===== config.mk =====
export PLATFORM = sky130hd
export DESIGN_NAME = fc_argmax
export DESIGN_NICKNAME = d
export VERILOG_FILES = /design/src/rtl/fc_argmax.sv
export SDC_FILE = /design/constraint.sdc
export NUM_CORES = 1
export LEC_CHECK = 0
export CORE_ASPECT_RATIO = 1.1
export CORE_MARGIN = 4
export CORE_UTILIZATION = 47
export DETAILED_ROUTE_END_ITERATION = 10
export PLACE_DENSITY_LB_ADDON = 0.12
export SLEW_MARGIN = 0
export SYNTH_ARGS = -nofsm -noshare
export SYNTH_HDL_FRONTEND = slang
export SYNTH_SLANG_ARGS = --single-unit

===== constraint.sdc =====
create_clock -name clk -period 8.7 [get_ports clk]
set_clock_uncertainty 0.2 [all_clocks]
set_input_delay 1.74 -clock clk [delete_from_list [all_inputs] [get_ports clk]]
set_output_delay 1.74 -clock clk [all_outputs]
set_load 0.02 [all_outputs]

===== src/rtl/fc_argmax.sv =====
// Argmax over the 10 signed FC2 scores held in SRAM f: three word reads, a running
// signed maximum, then a registered class index/score with a one-cycle done pulse.
module fc_argmax #(
    parameter int NUM_CLASS              = 10,
    parameter int DATA_WIDTH             = 8,
    parameter int DATA_NUM_PER_SRAM_ADDR = 4,
    parameter int ADDR_WIDTH             = 2
) (
    input  logic                                         clk,
    input  logic                                         srst,
    input  logic                                         fc2_done,
    input  logic [DATA_WIDTH*DATA_NUM_PER_SRAM_ADDR-1:0] sram_rdata_f,
    output logic [ADDR_WIDTH-1:0]                        sram_raddr_f,
    output logic                                         busy,
    output logic                                         argmax_done,
    output logic                                         result_valid,
    output logic [3:0]                                   class_out,
    output logic [DATA_WIDTH-1:0]                        max_score
);

    localparam int IDX_W = 4;
    localparam logic signed [DATA_WIDTH-1:0] SCORE_MIN = {1'b1, {(DATA_WIDTH-1){1'b0}}};

    typedef enum logic [2:0] {IDLE, RD0, RD1, RD2, FIN} state_t;

    state_t                         r_state;
    state_t                         w_next_state;
    logic                           r_busy;
    logic                           r_argmax_done;
    logic                           r_result_valid;
    logic [IDX_W-1:0]               r_class_out;
    logic signed [DATA_WIDTH-1:0]   r_max_score;
    logic signed [DATA_WIDTH-1:0]   r_run_max;
    logic [IDX_W-1:0]               r_run_idx;

    logic [ADDR_WIDTH-1:0]          w_raddr;
    logic [IDX_W-1:0]               w_base;
    logic signed [DATA_WIDTH-1:0]   w_byte;
    logic signed [DATA_WIDTH-1:0]   w_best_val;
    logic [IDX_W-1:0]               w_best_idx;

    // NOTE: every always_comb output gets a default before the case, so no path
    // leaves a signal unassigned and no latch is inferred.
    always_comb begin
        w_next_state = r_state;
        w_raddr      = '0;
        w_base       = '0;
        case (r_state)
            IDLE: if (fc2_done) w_next_state = RD0;
            RD0:  w_next_state = RD1;
            RD1: begin
                w_raddr      = ADDR_WIDTH'(1);
                w_next_state = RD2;
            end
            RD2: begin
                w_raddr      = ADDR_WIDTH'(2);
                w_base       = IDX_W'(4);
                w_next_state = FIN;
            end
            FIN: begin
                w_raddr      = ADDR_WIDTH'(2);
                w_base       = IDX_W'(8);
                w_next_state = IDLE;
            end
            default: w_next_state = IDLE;
        endcase
    end

    // Byte 0 sits in the top byte; a strict '>' scan in index order keeps the lowest
    // index on ties, and padding slots past NUM_CLASS never take part.
    always_comb begin
        w_best_val = r_run_max;
        w_best_idx = r_run_idx;
        w_byte     = '0;
        for (int b = 0; b < DATA_NUM_PER_SRAM_ADDR; b++) begin
            w_byte = sram_rdata_f[DATA_WIDTH*(DATA_NUM_PER_SRAM_ADDR-b)-1 -: DATA_WIDTH];
            if ((int'(w_base) + b < NUM_CLASS) && (w_byte > w_best_val)) begin
                w_best_val = w_byte;
                w_best_idx = w_base + IDX_W'(b);
            end
        end
    end

    // NOTE: sequential state uses non-blocking assignments so every register samples
    // pre-edge values regardless of statement order.
    always_ff @(posedge clk) begin
        if (srst) begin
            r_state        <= IDLE;
            r_busy         <= 1'b0;
            r_argmax_done  <= 1'b0;
            r_result_valid <= 1'b0;
            r_class_out    <= '0;
            r_max_score    <= '0;
            r_run_max      <= SCORE_MIN;
            r_run_idx      <= '0;
        end else begin
            r_state       <= w_next_state;
            r_busy        <= (r_state == RD0) || (r_state == RD1) || (r_state == RD2);
            r_argmax_done <= 1'b0;
            case (r_state)
                IDLE: if (fc2_done) begin
                    r_result_valid <= 1'b0;
                    r_run_max      <= SCORE_MIN;
                    r_run_idx      <= '0;
                end
                RD1, RD2: begin
                    r_run_max <= w_best_val;
                    r_run_idx <= w_best_idx;
                end
                FIN: begin
                    r_class_out    <= w_best_idx;
                    r_max_score    <= w_best_val;
                    r_result_valid <= 1'b1;
                    r_argmax_done  <= 1'b1;
                end
                default: ;
            endcase
        end
    end

    assign sram_raddr_f = w_raddr;
    assign busy         = r_busy;
    assign argmax_done  = r_argmax_done;
    assign result_valid = r_result_valid;
    assign class_out    = r_class_out;
    assign max_score    = r_max_score;

endmodule


; ---- Word-level counts from Yosys, hierarchy flattened
; Index checks and enable logic that the tools add are counted.
[totals]
reg_bits = 30
out_inout_bits = 17
wordCells = 59
[classes]
n_reduce_logical = 13
n_mux = 19
n_eq_ne = 5
addsub = 6
n_lt_le_gt_ge = 8
[ops]
columns = cell, n
row1 = $mux W8, 5
row2 = $gt A8 B8 Y1, 4
row3 = $mux W4, 5
row4 = $pmux W4 S2, 2
row5 = $pmux W8 S2, 1
row6 = $lt A5 B4 Y1 const B, 3
row7 = $pmux W3 S4, 1
row8 = $add A4 B2 Y5 const B, 2
row9 = $add A4 B2 Y4 const B, 2
row10 = $eq A3 B2 Y1 const B, 2
row11 = $add A4 B1 Y5 const B, 1
row12 = $add A4 B1 Y4 const B, 1
row13 = $logic_and A1 B1 Y1, 4
row14 = $lt A4 B4 Y1 const B, 1
row15 = $pmux W2 S2, 1
row16 = $reduce_and A2 Y1, 2
row17 = $reduce_bool A2 Y1, 2
row18 = $reduce_or A2 Y1, 2
row19 = $eq A3 B1 Y1 const B, 1
row20 = $eq A3 B3 Y1 const B, 1
row21 = $logic_not A3 Y1, 1
row22 = $mux W3, 1
row23 = $logic_or A1 B1 Y1, 2
row24 = $mux W1, 2
row25 = other kinds (2), 2

; ---- Logic depth before layout (Yosys ltp)
; Gate-level depths: netlist of the first run.
[logic_depth]
depth_word = 15
ltp_mapped = 37
mapped_depth_nobuf = 31

; ---- Worst setup path before layout of the first run
; No wires, ideal clock.
[synth_timing]
kind = input to register
from = input sram_rdata_f[31]
to = register r_run_max[2]
path_slack_ns = 0.125
setup_time_ns = 0.124
n_path_buf = 6
stages = 33
arrival_time_ns = 8.250
path_cell_list = ha_1 -> nand4_2 -> a211o_1 -> and3_4 -> buf_6 -> nor2_1 -> a21boi_0 -> ha_1 -> and4_1 -> a41o_1 -> a32oi_1 -> clkbuf_1 -> clkbuf_1 -> a31oi_1 -> a22oi_1 -> inv_1 -> ha_1 -> a211o_1 -> o211ai_1 -> a21o_1 -> clkbuf_1 -> nand2_1 -> a21boi_0 -> ha_1 -> nor2b_1 -> o211ai_1 -> a21oi_1 -> o41ai_1 -> nand2_1 -> buf_2 -> buf_1 -> a221oi_1 -> a21oi_1
[synth_between]
elab_chain_len = 13
[synth_rtl]
columns = element, line
row1 = start: declaration, 12  ; input logic [DATA_WIDTH*DATA_NUM_PER_SRAM_ADDR-1:0] sram_rdata_f,
row2 = $gt A8 B8 Y1, 77  ; if ((int'(w_base) + b < NUM_CLASS) && (w_byte > w_best_val)) begin
row3 = $logic_and A1 B1 Y1, 77
row4 = $mux W8 *, 77
row5 = $gt A8 B8 Y1, 77
row6 = $logic_and A1 B1 Y1, 77
row7 = $mux W8 *, 77
row8 = $gt A8 B8 Y1, 77
row9 = $logic_and A1 B1 Y1, 77
row10 = $mux W8 *, 77
row11 = $gt A8 B8 Y1, 77
row12 = $logic_and A1 B1 Y1, 77
row13 = $mux W8 *, 77
row14 = $pmux W8 S2 *, 100  ; case (r_state)
row15 = end signal: assignment, 107  ; r_run_max <= w_best_val;
row16 = end: declaration, 33  ; logic signed [DATA_WIDTH-1:0] r_run_max;
; Every way passes the cells marked *; elsewhere a longest branch is shown, timed or not.
; A chain may end at the register's enable or synchronous reset.

; ---- Final worst setup path of the first run
[layout_timing]
from = input sram_rdata_f[30]
to = register r_run_idx[3]
[layout_between]
elab_chain_len = 13
elab_cells_between_ends = 16
cone_classes = order compare (4) / mux (8) / reduce/logical (4)
[layout_rtl]
columns = element, line
row1 = $gt A8 B8 Y1, 77
row2 = $logic_and A1 B1 Y1, 77
row3 = $mux W8, 77
row4 = $gt A8 B8 Y1, 77
row5 = $logic_and A1 B1 Y1, 77
row6 = $mux W8, 77
row7 = $gt A8 B8 Y1, 77
row8 = $logic_and A1 B1 Y1, 77
row9 = $mux W8, 77
row10 = $gt A8 B8 Y1, 77
row11 = $logic_and A1 B1 Y1, 77
row12 = $mux W4 *, 77
row13 = $pmux W4 S2 *, 100
row14 = end signal: assignment, 108  ; r_run_idx <= w_best_idx;
row15 = end: declaration, 34  ; logic [IDX_W-1:0] r_run_idx;
; Marks and branches as above.

==> flow_metrics.py, run 1 <==
metrics = {
    "outcome": {
        "outcome": "finished clean",
    },
    "floorplanning": {
        "rows": 27,
        "dieHeight_um": 83.8,
        "core-area_um2": 5030,
        "ios": 52,
        "dieArea_um2": 6440,
        "die_w_um": 76.9,
        "start_util": 0.487,
    },
    "worst_setup_path": {
        "path_class": "input port to flip-flop",
        "critical_path.max_fanout": 10,
        "startpoint_type": "input port",
        "crit_path_end_kind": "flip-flop",
        "critPathArrivalTime_ps": 8380,
        "crit_required_ps": 8730,
    },
    "power": {
        "vdd_ir_drop_max_mv": 0.190,
        "fin_total_pwr_mw": 1.07,
        "leakage_nw": 1.45,
        "power.density_nw_per_um2": 313,
    },
    "final_layout": {
        "area_growth_pct": 39.3,
        "n_antenna_cell": 0,
        "nets": 465,
        "drive_gt1_frac": 0.156,
        "final_cells": 456,
    },
    "sta": {
        "clock.fmax_ghz": 0.120,
        "setup_slack_ps": 354,
        "finalHoldViolCount": 0,
        "hold_slack_ps": 249,
        "slew_headroom": 0.126,
        "post-route-period-util": 0.959,
        "maxSlewViolCount": 0,
        "final.min_clock_period_ps": 8350,
        "finalSetupViolCount": 0,
        "worst_slew_pin_slew_ps": 1310,
    },
    "cts": {
        "clkLatencyLatePin_ps": 280,
        "root_buffer": "clkbuf_8",
        "cts_buffers": 5,
        "cts.path.max_buffers": 2,
        "clock-sinks": 30,
        "path_clk_slew_ps": 60,
        "cts_tree": "built",
        "h-tree-depth": 2,
    },
    "min_path": {
        "hp-class": "flip-flop to flip-flop",
    },
    "route": {
        "wl_per_cell_um": 16.5,
        "viasPerCell": 5.91,
        "wirelength_mm": 7.54,
        "antenna_left": 0,
        "drt-pass1-iter-count": 4,
        "dr_total_vias": 2693,
        "drcViolationCount": 0,
        "drt_iter0_drc": 126,
    },
    "logic_synthesis": {
        "synthAdderAreaFrac": 0.163,
        "synth_area_leaders": "dfxtp_1, ha_1, a21oi_1, nand2_1, inv_1",
        "yosys.area_share.simple": 0.174,
        "syn_nets": 390,
        "synth_async_sr_flop_share": 0,
        "ys_ff_latch": 30,
        "synthCells": 323,
        "synth_cell_types": 47,
        "synth-edff-count": 0,
        "avgSynthCellArea_um2": 7.60,
        "netlist_area_um2": 2450,
        "synth_top_family_by_area": "compound AO/OA/AOI/OAI gates",
        "synthXorXnorAreaFrac": 0.00357,
        "ys_seq_area_frac": 0.245,
        "synthMuxAreaShare": 0,
        "synth_top_cell_by_area": "dfxtp_1",
        "synth-main-ff-cell": "dfxtp_1",
        "synth_top_cell_area_share": 0.245,
        "ys_warn_count": 0,
        "synth_compound_area_frac": 0.345,
    },
    "place": {
        "place_ws_ps": -224,
        "routabilityCongestion": 0.905,
        "dp.cells": 444,
        "post-dp-hpwl_mm": 5.96,
        "portBuffers": 51,
    },
    "global_routing": {
        "grt-ovfl-total": 0,
        "grt_max_degree": 22,
        "grt_first_pass_wirelength_mm": 12.3,
        "grt_pass1_vias": 2568,
        "antenna_found_initial": 0,
        "track_usage": 0.234,
    },
    "run": {
        "max-cap-violations": 0,
    },
}
## worst max-delay path: stages
cell and delay, ps:
clkdlybuf4s50_1 460, ha_4 300, nand4_2 120, o221a_2 290, and3_4 240, o21a_1 220, or3_4 380, ha_4 280
nor4b_2 210, a32oi_2 160, buf_2 190, buf_4 150, o41a_1 450, ha_1 220, a211o_1 290, o211ai_1 320
a21o_2 230, nand2_1 80, a21boi_0 130, ha_1 340, nor2b_1 140, o211ai_1 160, a21oi_1 110, o41ai_2 370
nand2_1 150, buf_4 180, o41ai_2 260, and3b_1 190
## final timing paths
| path | from | to | slack [ps] | depth (start not counted) |
|---|---|---|---|---|
| worst max-delay path | sram_rdata_f[30] | r_run_idx[3] | 350 | 28 |
| worst min-delay path | class_out[1] | class_out[1] | 250 | 2 |
| worst max register to register | r_run_max[6] | r_run_idx[3] | 1700 | 28 |
| worst min register to register | class_out[1] | class_out[1] | 250 | 2 |
## cell usage after synthesis (2+ instances only)
| library cell | count |
|---|---|
| o31ai_1 | 3 |
| a211oi_1 | 6 |
| nand4_1 | 2 |
| a21oi_1 | 40 |
| a221oi_1 | 6 |
| a31oi_1 | 8 |
| inv_1 | 28 |
| or2_2 | 3 |
| nand3_1 | 5 |
| dfxtp_1 | 30 |
| nand2b_1 | 2 |
| buf_1 | 2 |
| a21o_1 | 10 |
| nor2_1 | 18 |
| or3_1 | 4 |
| o21ai_0 | 15 |
| nand2_1 | 36 |
| a211o_1 | 3 |
| a21boi_0 | 13 |
| o41ai_1 | 3 |
| clkbuf_1 | 11 |
| and3_1 | 3 |
| o211ai_1 | 2 |
| a22oi_1 | 8 |
| nor2b_1 | 4 |
| nor3_1 | 6 |
| ha_1 | 32 |
## routing by layer
layer	track usage	share of wire
met1	0.294	0.44
met2	0.405	0.49
met3	0.0400	0.047
met4	0.0659	0.022
met5	0	0
## sequential cells by signal, summed over array words and instances (netlist names)
signal and cells:
argmax_done 1, busy 1, class_out 4, max_score 8, r_run_idx 4, r_run_max 8
r_state 3, result_valid 1
## report_power, final
group,internal [mW],leakage (nW),total [mW],switching (mW)
registers,0.151,0.243,0.168,0.0174
logic,0.383,1.17,0.796,0.413
clock network,0.0535,0.0438,0.105,0.0518
## metrics by stage
step                instance area [um2]  utilization  setup TNS (ps)
CTS                                3250        0.646               0
global route                       3420        0.679           -41.9
detailed placement                 3170        0.631           -1820
global placement                   3170        0.631            -211
finish                             3420        0.679               0
floorplan                          2450            -               0
## cell families after synthesis
logic type	after synthesis
AO/OA/AOI/OAI	128
AND/OR/NAND/NOR	89
buffers and inverters	43
adder cells (fa/ha/maj)	32
flip-flops	30
XOR/XNOR	1
## cells in the final DEF, fill, tap and decap left out, types with 8 or more instances in the layout
master           instances
a21boi_0                 8
a21o_1                   9
a21oi_1                 37
a22oi_1                  8
a31oi_1                  8
buf_4                   29
clkdlybuf4s50_1         48
dfxtp_1                 30
ha_1                    28
inv_1                   28
nand2_1                 36
nor2_1                  17
o21ai_0                 10
## repair_timing
action | in CTS | in global routing
buffers inserted | 0 | 4
gates resized for setup | 0 | 33
hold buffers | 0 | 0
endpoints found under the setup margin | 0 | 12
endpoints found under the hold margin | 0 | 0
## final cells by class
class	instances	area, um2
tap	58	72.6
fill	445	1620
sequential	30	601
clock buffer	5	68.8
timing repair buffer	83	763
multi-input combinational	250	1800
inverter	28	105
clock inverter	2	10.0
(Power assumes the default switching activity.)
==> run 2, diff against run 1 <==
- CORE_ASPECT_RATIO: 1.1 -> 1.25
- MAX_ROUTING_LAYER: not set -> met4
==> run 2 against run 1 <==
Effect of this change: setup slack got worse by 9.9 ps; global-route usage increased by 0.69 points; utilization decreased by 2.2 points; sequential cell count unchanged; design area decreased by 2.4%; count of clock-buffer cells in the layout increased by 1; largest cell class unchanged; largest power group unchanged; highest routed layer unchanged.
==> flow_metrics.py, run 2 (same netlist as run 1, synthesis figures left out) <==
metrics = {
    "sta": {
        "maxSlewViolCount": 0,
        "setup_slack_ps": 344,
        "worst_slew_pin_slew_ps": 983,
        "finalSetupViolCount": 0,
        "finalHoldViolCount": 0,
        "post-route-period-util": 0.960,
        "fin_setup_tns_ps": 0,
        "final.min_clock_period_ps": 8360,
        "rsz0062_at_grt": "true",
        "clock.fmax_ghz": 0.120,
        "slew_headroom": 0.339,
        "hold_slack_ps": 253,
    },
    "route": {
        "wirelength_mm": 7.52,
        "antenna_left": 0,
        "drt_iter0_drc": 151,
        "drt-pass1-iter-count": 5,
        "dr_total_vias": 2706,
        "viasPerCell": 5.92,
        "drcViolationCount": 0,
        "wl_per_cell_um": 16.4,
    },
    "global_routing": {
        "grt_max_degree": 22,
        "track_usage": 0.240,
        "grt-ovfl-total": 0,
        "grt_first_pass_wirelength_mm": 11.8,
        "grt_pass1_vias": 2549,
        "antenna_found_initial": 0,
    },
    "final_layout": {
        "final_area_um2": 3340,
        "final_cells": 457,
        "utilization": 0.657,
        "n_antenna_cell": 0,
        "area_growth_pct": 36.0,
        "nets": 461,
        "final_cell_mix": "clkdlybuf4s50_1, a21oi_1, nand2_1",
        "final_common_cell": "clkdlybuf4s50_1",
        "drive_gt1_frac": 0.129,
    },
    "worst_setup_path": {
        "critPathArrivalTime_ps": 8320,
        "path_class": "input port to flip-flop",
        "startpoint_type": "input port",
        "crit_path_end_kind": "flip-flop",
        "crit_required_ps": 8670,
        "critical_path.max_fanout": 11,
    },
    "place": {
        "placed_cell_area_um2": 3190,
        "place_ws_ps": -42.2,
        "post-dp-hpwl_mm": 6.14,
        "portBuffers": 51,
        "routabilityCongestion": 0.932,
        "dp.cells": 449,
    },
    "power": {
        "vdd_ir_drop_max_mv": 0.162,
        "fin_total_pwr_mw": 1.03,
        "leakage_nw": 1.40,
        "power.density_nw_per_um2": 308,
    },
    "cts": {
        "clkLatencyLatePin_ps": 280,
        "cts_buffers": 5,
        "postCtsSetupBuffers": 0,
        "clock-sinks": 30,
        "cts.path.max_buffers": 2,
        "path_clk_slew_ps": 70,
        "root_buffer": "clkbuf_8",
        "h-tree-depth": 2,
        "cts_tree": "built",
    },
    "run": {
        "max-cap-violations": 0,
    },
    "outcome": {
        "outcome": "finished clean",
    },
    "floorplanning": {
        "dieHeight_um": 88.8,
        "ios": 52,
        "core-area_um2": 5080,
        "rows": 29,
        "die_w_um": 72.6,
        "dieArea_um2": 6450,
        "start_util": 0.483,
    },
    "min_path": {
        "hp-class": "flip-flop to flip-flop",
    },
}
run 2: changes by cell type in the layout (fill, tap and decap cells not counted), sizes merged:
| cell | previous run | this run |
|---|---|---|
| buf | 32 | 28 |
| clkinvlp | 0 | 1 |
| clkinv | 2 | 1 |
| clkbuf | 5 | 6 |
| clkdlybuf4s50 | 48 | 51 |
| dlymetal6s2s | 3 | 0 |
run 2: worst max-delay path, cell delays in order:
cell and delay, ps:
clkdlybuf4s50_1 480, ha_1 350, nand4_2 120, a211o_1 280
and3_4 240, o21a_1 200, or3_1 350, ha_1 310
or2_2 290, a32oi_1 140, buf_4 200, a31oi_1 50
a22oi_1 310, inv_1 80, ha_1 300, a211o_1 300
o211ai_1 290, a21o_1 260, nand2_1 100, a21boi_0 130
ha_1 300, nor2b_1 140, o211ai_1 160, a21oi_1 120
o41ai_2 290, nand2_1 200, or3_1 380, a22o_1 210
run 2: power breakdown:
part	switching (mW)	internal (mW)	total [mW]
clock	0.0536	0.0635	0.117
combinational	0.390	0.352	0.741
sequential	0.0178	0.151	0.169
run 2: cell type report:
cell class                      instances  area (um2)
Fill cell                             498        1740
Inverter                               28         105
Clock inverter                          2        12.5
Tap cell                               62        77.6
Multi-Input combinational cell        250        1730
Sequential cell                        30         601
Clock buffer                            6        82.6
Timing Repair Buffer                   79         724
run 2: what timing repair did:
item / in CTS / in global routing
hold buffers: 0 / 0
resized for setup: 0 / 18
endpoints found under the setup margin: 0 / 12
run 2: final timing paths:
path / cells past startpoint / to / slack [ps] / start
worst max-delay path: 28 / r_run_idx[2] / 340 / sram_rdata_f[29]
worst min-delay path: 2 / max_score[2] / 250 / max_score[2]
worst max register to register: 28 / r_run_idx[2] / 1810 / r_run_max[5]
worst min register to register: 2 / max_score[2] / 250 / max_score[2]
run 2: layer usage:
metal  track usage  share of wire
met5             -              0
met4        0.0872          0.027
met3        0.0386          0.042
met2         0.433           0.52
met1         0.264           0.41
